`src/rtl/sel_ctrl_pkg.sv`:
```
// Shared types and defaults for the select-switch control slice.
package sel_ctrl_pkg;

  typedef enum logic [2:0] {
    IDLE_A,
    QUAL_B,
    ARM_B,
    SEL_B,
    QUAL_A,
    DISARM
  } sel_state_t;

  localparam int unsigned HOLD_CYCLES_DEFAULT = 4;
  localparam int unsigned CNT_W_DEFAULT       = 8;

endpackage

```
`src/rtl/sync_2ff.sv`:
```
// Two-flop synchronizer for a single asynchronous level, reset to 0.
module sync_2ff (
  input  logic clk,
  input  logic areset_n,
  input  logic d_i,
  output logic q_o
);

  logic meta_q;
  logic sync_q;

  // Two back-to-back flops give the first stage a cycle to resolve.
  always_ff @(posedge clk or negedge areset_n) begin
    if (!areset_n) begin
      meta_q <= 1'b0;
      sync_q <= 1'b0;
    end else begin
      meta_q <= d_i;
      sync_q <= meta_q;
    end
  end

  assign q_o = sync_q;

endmodule

```
`src/rtl/sel_switch_ctrl.sv`:
```
// Qualified two-phase select control for the downstream 2:1 mux:
// arm (sel_b1) then commit (sel_b2) towards b, reverse order towards a.
module sel_switch_ctrl
  import sel_ctrl_pkg::*;
#(
  parameter int unsigned HOLD_CYCLES = HOLD_CYCLES_DEFAULT,
  parameter int unsigned CNT_W       = CNT_W_DEFAULT
) (
  input  logic             clk,
  input  logic             areset_n,
  input  logic             req_b,
  input  logic             force_a,
  output logic             sel_b1,
  output logic             sel_b2,
  output logic             busy,
  output logic [CNT_W-1:0] switch_cnt
);

  localparam int unsigned    QW    = $clog2(HOLD_CYCLES + 1);
  localparam logic [QW-1:0]  QLAST = QW'(HOLD_CYCLES - 1);

  sel_state_t       state_q, state_d;
  logic [QW-1:0]    qcnt_q, qcnt_d;
  logic [CNT_W-1:0] swcnt_q, swcnt_d;
  logic             sel_b1_q, sel_b1_d;
  logic             sel_b2_q, sel_b2_d;
  logic             busy_q, busy_d;
  logic             req_s;

  sync_2ff u_req_sync (
    .clk      (clk),
    .areset_n (areset_n),
    .d_i      (req_b),
    .q_o      (req_s)
  );

  // State, qualification counter and switch counter registers.
  always_ff @(posedge clk or negedge areset_n) begin
    if (!areset_n) begin
      state_q <= IDLE_A;
      qcnt_q  <= '0;
      swcnt_q <= '0;
    end else begin
      state_q <= state_d;
      qcnt_q  <= qcnt_d;
      swcnt_q <= swcnt_d;
    end
  end

  // Next-state decode; force_a has priority over the request in every state.
  always_comb begin
    state_d = state_q;
    qcnt_d  = qcnt_q;
    swcnt_d = swcnt_q;
    case (state_q)
      IDLE_A: begin
        if (!force_a && req_s) begin
          state_d = QUAL_B;
          qcnt_d  = '0;
        end
      end
      QUAL_B: begin
        if (force_a || !req_s) begin
          state_d = IDLE_A;
          qcnt_d  = '0;
        end else if (qcnt_q == QLAST) begin
          state_d = ARM_B;
        end else begin
          qcnt_d = qcnt_q + QW'(1);
        end
      end
      ARM_B: begin
        if (force_a) begin
          state_d = DISARM;
        end else begin
          state_d = SEL_B;
          if (swcnt_q != '1) swcnt_d = swcnt_q + CNT_W'(1);
        end
      end
      SEL_B: begin
        if (force_a) begin
          state_d = DISARM;
        end else if (!req_s) begin
          state_d = QUAL_A;
          qcnt_d  = '0;
        end
      end
      QUAL_A: begin
        if (force_a) begin
          state_d = DISARM;
        end else if (req_s) begin
          state_d = SEL_B;
          qcnt_d  = '0;
        end else if (qcnt_q == QLAST) begin
          state_d = DISARM;
        end else begin
          qcnt_d = qcnt_q + QW'(1);
        end
      end
      DISARM:  state_d = IDLE_A;
      default: state_d = IDLE_A;
    endcase
  end

  // Output decode from the next state, so the output flops track the state register.
  always_comb begin
    sel_b1_d = 1'b0;
    sel_b2_d = 1'b0;
    busy_d   = 1'b0;
    case (state_d)
      IDLE_A: ;
      QUAL_B: busy_d = 1'b1;
      ARM_B: begin
        sel_b1_d = 1'b1;
        busy_d   = 1'b1;
      end
      SEL_B: begin
        sel_b1_d = 1'b1;
        sel_b2_d = 1'b1;
      end
      QUAL_A: begin
        sel_b1_d = 1'b1;
        sel_b2_d = 1'b1;
        busy_d   = 1'b1;
      end
      DISARM: begin
        sel_b1_d = 1'b1;
        busy_d   = 1'b1;
      end
      default: ;
    endcase
  end

  // Registered outputs: no combinational path reaches the mux selects.
  always_ff @(posedge clk or negedge areset_n) begin
    if (!areset_n) begin
      sel_b1_q <= 1'b0;
      sel_b2_q <= 1'b0;
      busy_q   <= 1'b0;
    end else begin
      sel_b1_q <= sel_b1_d;
      sel_b2_q <= sel_b2_d;
      busy_q   <= busy_d;
    end
  end

  assign sel_b1     = sel_b1_q;
  assign sel_b2     = sel_b2_q;
  assign busy       = busy_q;
  assign switch_cnt = swcnt_q;

endmodule

```
`config.mk`:
```
export PLATFORM = sky130hd
export DESIGN_NAME = sel_switch_ctrl
export DESIGN_NICKNAME = d
export VERILOG_FILES = /design/src/rtl/sel_ctrl_pkg.sv /design/src/rtl/sync_2ff.sv /design/src/rtl/sel_switch_ctrl.sv
export SDC_FILE = /design/constraint.sdc
export NUM_CORES = 1
export LEC_CHECK = 0
export CAP_MARGIN = 20
export CORE_MARGIN = 2
export CORE_UTILIZATION = 40
export CTS_CLUSTER_SIZE = 40
export DETAILED_ROUTE_END_ITERATION = 6
export GPL_TIMING_DRIVEN = 1
export PLACE_DENSITY = 0.71
export SETUP_SLACK_MARGIN = 0.05
export SYNTH_ARGS = -nofsm -noshare
export SYNTH_HDL_FRONTEND = slang
export SYNTH_HIERARCHICAL = 1
export SYNTH_SLANG_ARGS = --single-unit
```
`constraint.sdc`:
```
create_clock -name clk -period 2 [get_ports clk]
set_clock_uncertainty 0.15 [all_clocks]
set_input_delay 0.4 -clock clk [delete_from_list [all_inputs] [get_ports clk]]
set_output_delay 0.4 -clock clk [all_outputs]
set_load 0.03 [all_outputs]
```
; ---- Word-level counts from Yosys, hierarchy flattened
; Cells that the tools add are included.
[word_totals]
register_bits = 19
input_bits = 4
output_inout_bits = 11
word_cells = 58
[classes]
n_addsub = 2
eq_ne = 15
n_mux = 21
bitwise = 1
n_reduce_logical = 11
[op_table]
columns = cell, n
row1 = 3-bit 2-to-1 mux, 16
row2 = "3-bit by 2-bit equality test with 1-bit output, second input constant", 5
row3 = 3-bit case mux with 5 select lines, 1
row4 = 3-bit case mux with 4 select lines, 1
row5 = "3-bit equality test, second input constant", 3
row6 = "8-bit by 1-bit adder with 8-bit output, second input constant", 1
row7 = "2-bit != test, second input constant", 4
row8 = "8-bit != test, second input constant", 1
row9 = 4-bit OR reduction, 2
row10 = "3-bit by 1-bit equality test with 1-bit output, second input constant", 2
row11 = 5-bit AND reduction, 1
row12 = 4-bit nonzero test, 1
row13 = "3-bit by 1-bit adder with 3-bit output, second input constant", 1
row14 = 3-bit logical NOT, 1
row15 = 1-bit 2-to-1 mux, 3
row16 = 3-bit AND reduction, 1
row17 = 1-bit logical NOT, 2
row18 = 2-bit OR reduction, 1
row19 = 1-bit logical AND, 1
row20 = 1-bit logical OR, 1
row21 = 1-bit NOT, 1

; ---- Depth between registers and ports, before layout
; Gate-level depths: netlist of the first run.
[depth]
ltp_word = 8
depth_mapped = 8
mapped_depth_nobuf = 8

; ---- Modules after synthesis
; Netlist of the first run, hierarchy kept.
[modules_own_cells]
columns = mod, n_inst, cells_per_inst, area_per_inst_um2, seq_area_each_um2
row1 = sel_switch_ctrl, 1, 90, 930.9, 425.4
row2 = sync_2ff, 1, 2, 50.0, 50.0

; ---- Worst setup path after synthesis of the first run
; No wires, ideal clock.
[synth_timing]
path_type = reg-to-reg
start = register state_q[0]
end = register busy_q (netlist: busy)
setup_time_ns = 0.136
arrival_time_ns = 1.643
t_required_ns = 1.714
path_slack_ns = 0.071
stages_incl_launch_ff = 9
path_buffers = 1
period_less_slack_ns = 1.929
cell_sequence = dfrtp_1 > buf_6 > nor2b_1 > or3b_1 > a31oi_2 > inv_1 > ha_1 > a31oi_1 > o31ai_1
[synth_via]
elab_cells_between_ends = 20
cone_classes = eq/ne: 8 / mux: 10 / reduce/logical: 2
[synth_lines]
columns = item, line_no
row1 = "start, declared", sel_switch_ctrl.sv:22  ; sel_state_t state_q, state_d;
row2 = "start signal, assigned", sel_switch_ctrl.sv:44  ; state_q <= state_d;
row3 = 3-bit equality test (tied with other cells), sel_switch_ctrl.sv:55  ; case (state_q)
row4 = 3-bit case mux with 5 select lines (*), sel_switch_ctrl.sv:55
row5 = via state_d[1], sel_switch_ctrl.sv:22
row6 = 3-bit equality test (tied with other cells), sel_switch_ctrl.sv:110  ; case (state_d)
row7 = 4-bit OR reduction (no line) (*), n/a
row8 = 1-bit 2-to-1 mux (*), sel_switch_ctrl.sv:110
row9 = via busy_d, sel_switch_ctrl.sv:27  ; logic busy_q, busy_d;
row10 = "end signal, assigned", sel_switch_ctrl.sv:143  ; busy_q <= busy_d;
row11 = "end, declared", sel_switch_ctrl.sv:27
; The timed path passes the listed nets; every way through them passes the cells marked *.
; A chain may end at the register's enable or synchronous reset.

; ---- Worst setup path in the final report of the first run
[layout_timing]
start = register sel_b1_q (netlist: sel_b1)
end = output port sel_b1
[layout_lines]
columns = item, line_no
row1 = "start, declared", sel_switch_ctrl.sv:25  ; logic sel_b1_q, sel_b1_d;
row2 = "start signal, assigned", sel_switch_ctrl.sv:141  ; sel_b1_q <= sel_b1_d;
row3 = "end, declared", sel_switch_ctrl.sv:13  ; output logic sel_b1,
; No word-level cell between the ends.

==> run metrics, run 1 <==
chip height 53.5 um; Final min period 1.86 ns; n_diodes 0; die width 53.5 um; Root Buffer clkbuf_4; storage element area 475 um^2; critical path cell sequence clkdlybuf4s50_1; min-delay src u_req_sync/meta_q$_DFF_PN0_; #FFs+latches synth 19; FFs w/ async S/R, synth 100%; Tot GR Track Use 17.1%; total CTS buffers 3; Layout area overhead 31.0%; grt met1 use 19.8%; CTS HTree Levels 1; cells after synthesis 92; CTS clk-pin slew, worst paths 0.09 ns; first-pass GRT wire length 3.40 mm; Seq/Total Area, Yosys 48.5%; grt met3 use 2.54%; Detailed Place HPWL 1.53 mm; die area 2860 um^2; pin count of the biggest net entering global routing 20; VDD IR max 0.000601 V; RSZ-0062 raised after global routing no; Crit. End Element primary output; Hold EP u_req_sync/q_o$_DFF_PN0_; ANT nets after route 0; vias in the first global route 814; drt total wl 2.02 mm; minimum setup slack among reg-to-reg paths 0.14 ns; total gr overflow 0; Ys Warns 6; gr busiest metal met2; reg2reg end busy$_DFF_PN0_; DRT iter0 DRCs 6; Avg WL per Cell 13.5 um; Finish-stage setup viols 0; r2r startpoint state_q[0]$_DFF_PN0_; crit start category flip-flop; Final Hold Vio Count 0; Worst Max-Slew Pin Slew 0.372 ns; Period Utilization, post-route 93.2%; Cell Rows 17; post-synthesis cell type count 33; DRT Pass-1 Iters 4; power density cells 815 nW/um^2; slowest CP cell clkdlybuf4s50_1; nets 129; Final Max Tran Viols 0; crit-path leading delay family buffers and inverters; EDFF count, synth 0; CP max stage delay 0.67 ns; worst min path class reg2reg; cts hold-fix bufs 0; gpl congestion 0.794; Fmax 0.536 GHz; DRC Markers 0; core area 2280 um^2; Clock Latency Late Sink 0.28 ns; commonest non-fill, non-tap cells in the layout 19 x dfrtp_1, 15 x buf_4, 6 x xnor2_1, 6 x nand2_1, 6 x dlygate4sd2_1; port bufs 14; # clock sinks 19; Vias 790; Max-slew headroom 75.1%; Overall Power 1.05 mW; # Max-Cap Violations 0; Setup CP Type reg2out; Main synth FF type dfrtp_1; Critical Path AT 1.31 ns; CP bufs+invs 1; CTS max path bufs 2; crit-path max FO 1; Worst Path Required 1.45 ns; Initial Utilization 43.1%; area occupied by multi-input gates 477 um^2; mean area per synthesized cell 10.7 um^2; CTS tree yes; Reg2Reg Depth 7; vias per inst 5.30; syn nets 99; synthesized cell area 981 um^2; result of the run complete, no violations; GRT met2 Usage 28.8%; fill count 202; # IOs 15; Pleak 0.654 nW; Worst Hold Depth 0; initial antenna violation count 0; most common cell after layout, fill and taps aside dfrtp_1; share of layout cells above drive strength 1 22.3%; Setup TNS Final 0 ns
==> cell usage after synthesis (2+ instances only) <==
cell	count	area [um^2]
inv_1	5	18.8
nor2b_1	4	25.0
nand2b_1	3	18.8
nand4_1	5	31.3
ha_1	3	37.5
o21ai_0	5	25.0
nand3_1	2	10.0
a31oi_1	3	18.8
xnor2_1	6	52.6
mux2i_1	2	20.0
dfrtp_1	19	475
mux2_2	2	22.5
a21oi_1	2	10.0
nand2_1	6	22.5
clkbuf_1	2	7.51
and3_1	3	18.8
nor2_1	4	15.0
==> layout make-up <==
type	instances	share of cell area, %
Inverter	5	1.46
Timing Repair Buffer	29	19.7
Multi-Input combinational cell	64	37.1
Sequential cell	19	37.0
Clock buffer	4	2.04
Tap cell	28	2.73
==> sequential cells by signal, summed over array words and instances, names as in the netlist <==
name / flops
sel_b1: 1
busy: 1
state_q: 3
qcnt_q: 3
u_req_sync/meta_q: 1
sel_b2: 1
u_req_sync/q_o: 1
switch_cnt: 8
==> logic make-up after synthesis <==
family	Yosys count	synth area share (%)
and+or+nand+nor	33	19.6
muxes	4	4.34
DFF	19	48.5
xor gates and xnor gates	7	6.25
adders and majority gates	3	3.83
buffers and inverters	9	4.34
AOI/OAI and AO/OA	17	13.1
==> worst max-delay path by stage <==
stage                          startpoint  depth (start not counted)                        end
detailed placement                force_a                          4  switch_cnt[1]$_DFFE_PN0P_
floorplan            state_q[0]$_DFF_PN0_                          8             busy$_DFF_PN0_
global route         state_q[0]$_DFF_PN0_                          7             busy$_DFF_PN0_
global placement                  force_a                          4  switch_cnt[1]$_DFFE_PN0P_
CTS                 qcnt_q[0]$_DFFE_PN0P_                          8             busy$_DFF_PN0_
finish                   sel_b1$_DFF_PN0_                          1                     sel_b1
==> through the flow <==
stage | worst slack (ns) | util, % | instance area, um^2 | instances | hold WS, ns
finish | 0.135 | 56.5 | 1280 | 149 | 0.213
global route | 0.0609 | 56.5 | 1280 | 149 | 0.225
CTS | 0.0619 | 55.5 | 1260 | 148 | 0.218
detailed placement | -0.293 | 54.4 | 1240 | 144 | 0.195
global placement | -0.265 | 54.4 | 1240 | 144 | 0.187
floorplan | 0.0712 | - | 981 | 92 | -0.0456
==> power breakdown <==
group,internal (mW),switching [mW],leakage (nW),total [mW]
registers,0.442,0.0403,0.254,0.482
clock network,0.0775,0.105,0.0150,0.182
logic,0.179,0.205,0.384,0.383
total,0.698,0.350,0.654,1.05
==> repair_timing <==
item                                    4_1_cts  5_1_grt
gates resized for setup                       7        5
setup buffers                                 0        1
endpoints found under the setup margin        8        6
pin swaps                                     0        1
cloned                                        0        0
==> routing by layer <==
metal / vias up / routed length, um
met2: 21 / 1020
li1: 384 / -
met1: 379 / 859
met4: 0 / 53
met3: 6 / 83
met5: - / 0
(Power assumes the default switching activity.)
==> inputs of run 2 (changes only) <==
--- a/config.mk
+++ b/config.mk
@@ -11,6 +11,7 @@
 export CTS_CLUSTER_SIZE = 40
 export DETAILED_ROUTE_END_ITERATION = 6
 export GPL_TIMING_DRIVEN = 1
+export HOLD_SLACK_MARGIN = 0.06
 export PLACE_DENSITY = 0.71
 export SETUP_SLACK_MARGIN = 0.05
 export SYNTH_ARGS = -nofsm -noshare
==> results of run 2 <==
No change in the layout: final DEF, timing and power equal those of run 1.
==> inputs of run 3 (changes only) <==
--- a/config.mk
+++ b/config.mk
@@ -8,7 +8,7 @@
 export CAP_MARGIN = 20
 export CORE_MARGIN = 2
 export CORE_UTILIZATION = 40
-export CTS_CLUSTER_SIZE = 40
+export CTS_CLUSTER_SIZE = 28
 export DETAILED_ROUTE_END_ITERATION = 6
 export GPL_TIMING_DRIVEN = 1
 export HOLD_SLACK_MARGIN = 0.06
==> results of run 3 <==
No change in the layout: final DEF, timing and power equal those of run 1.
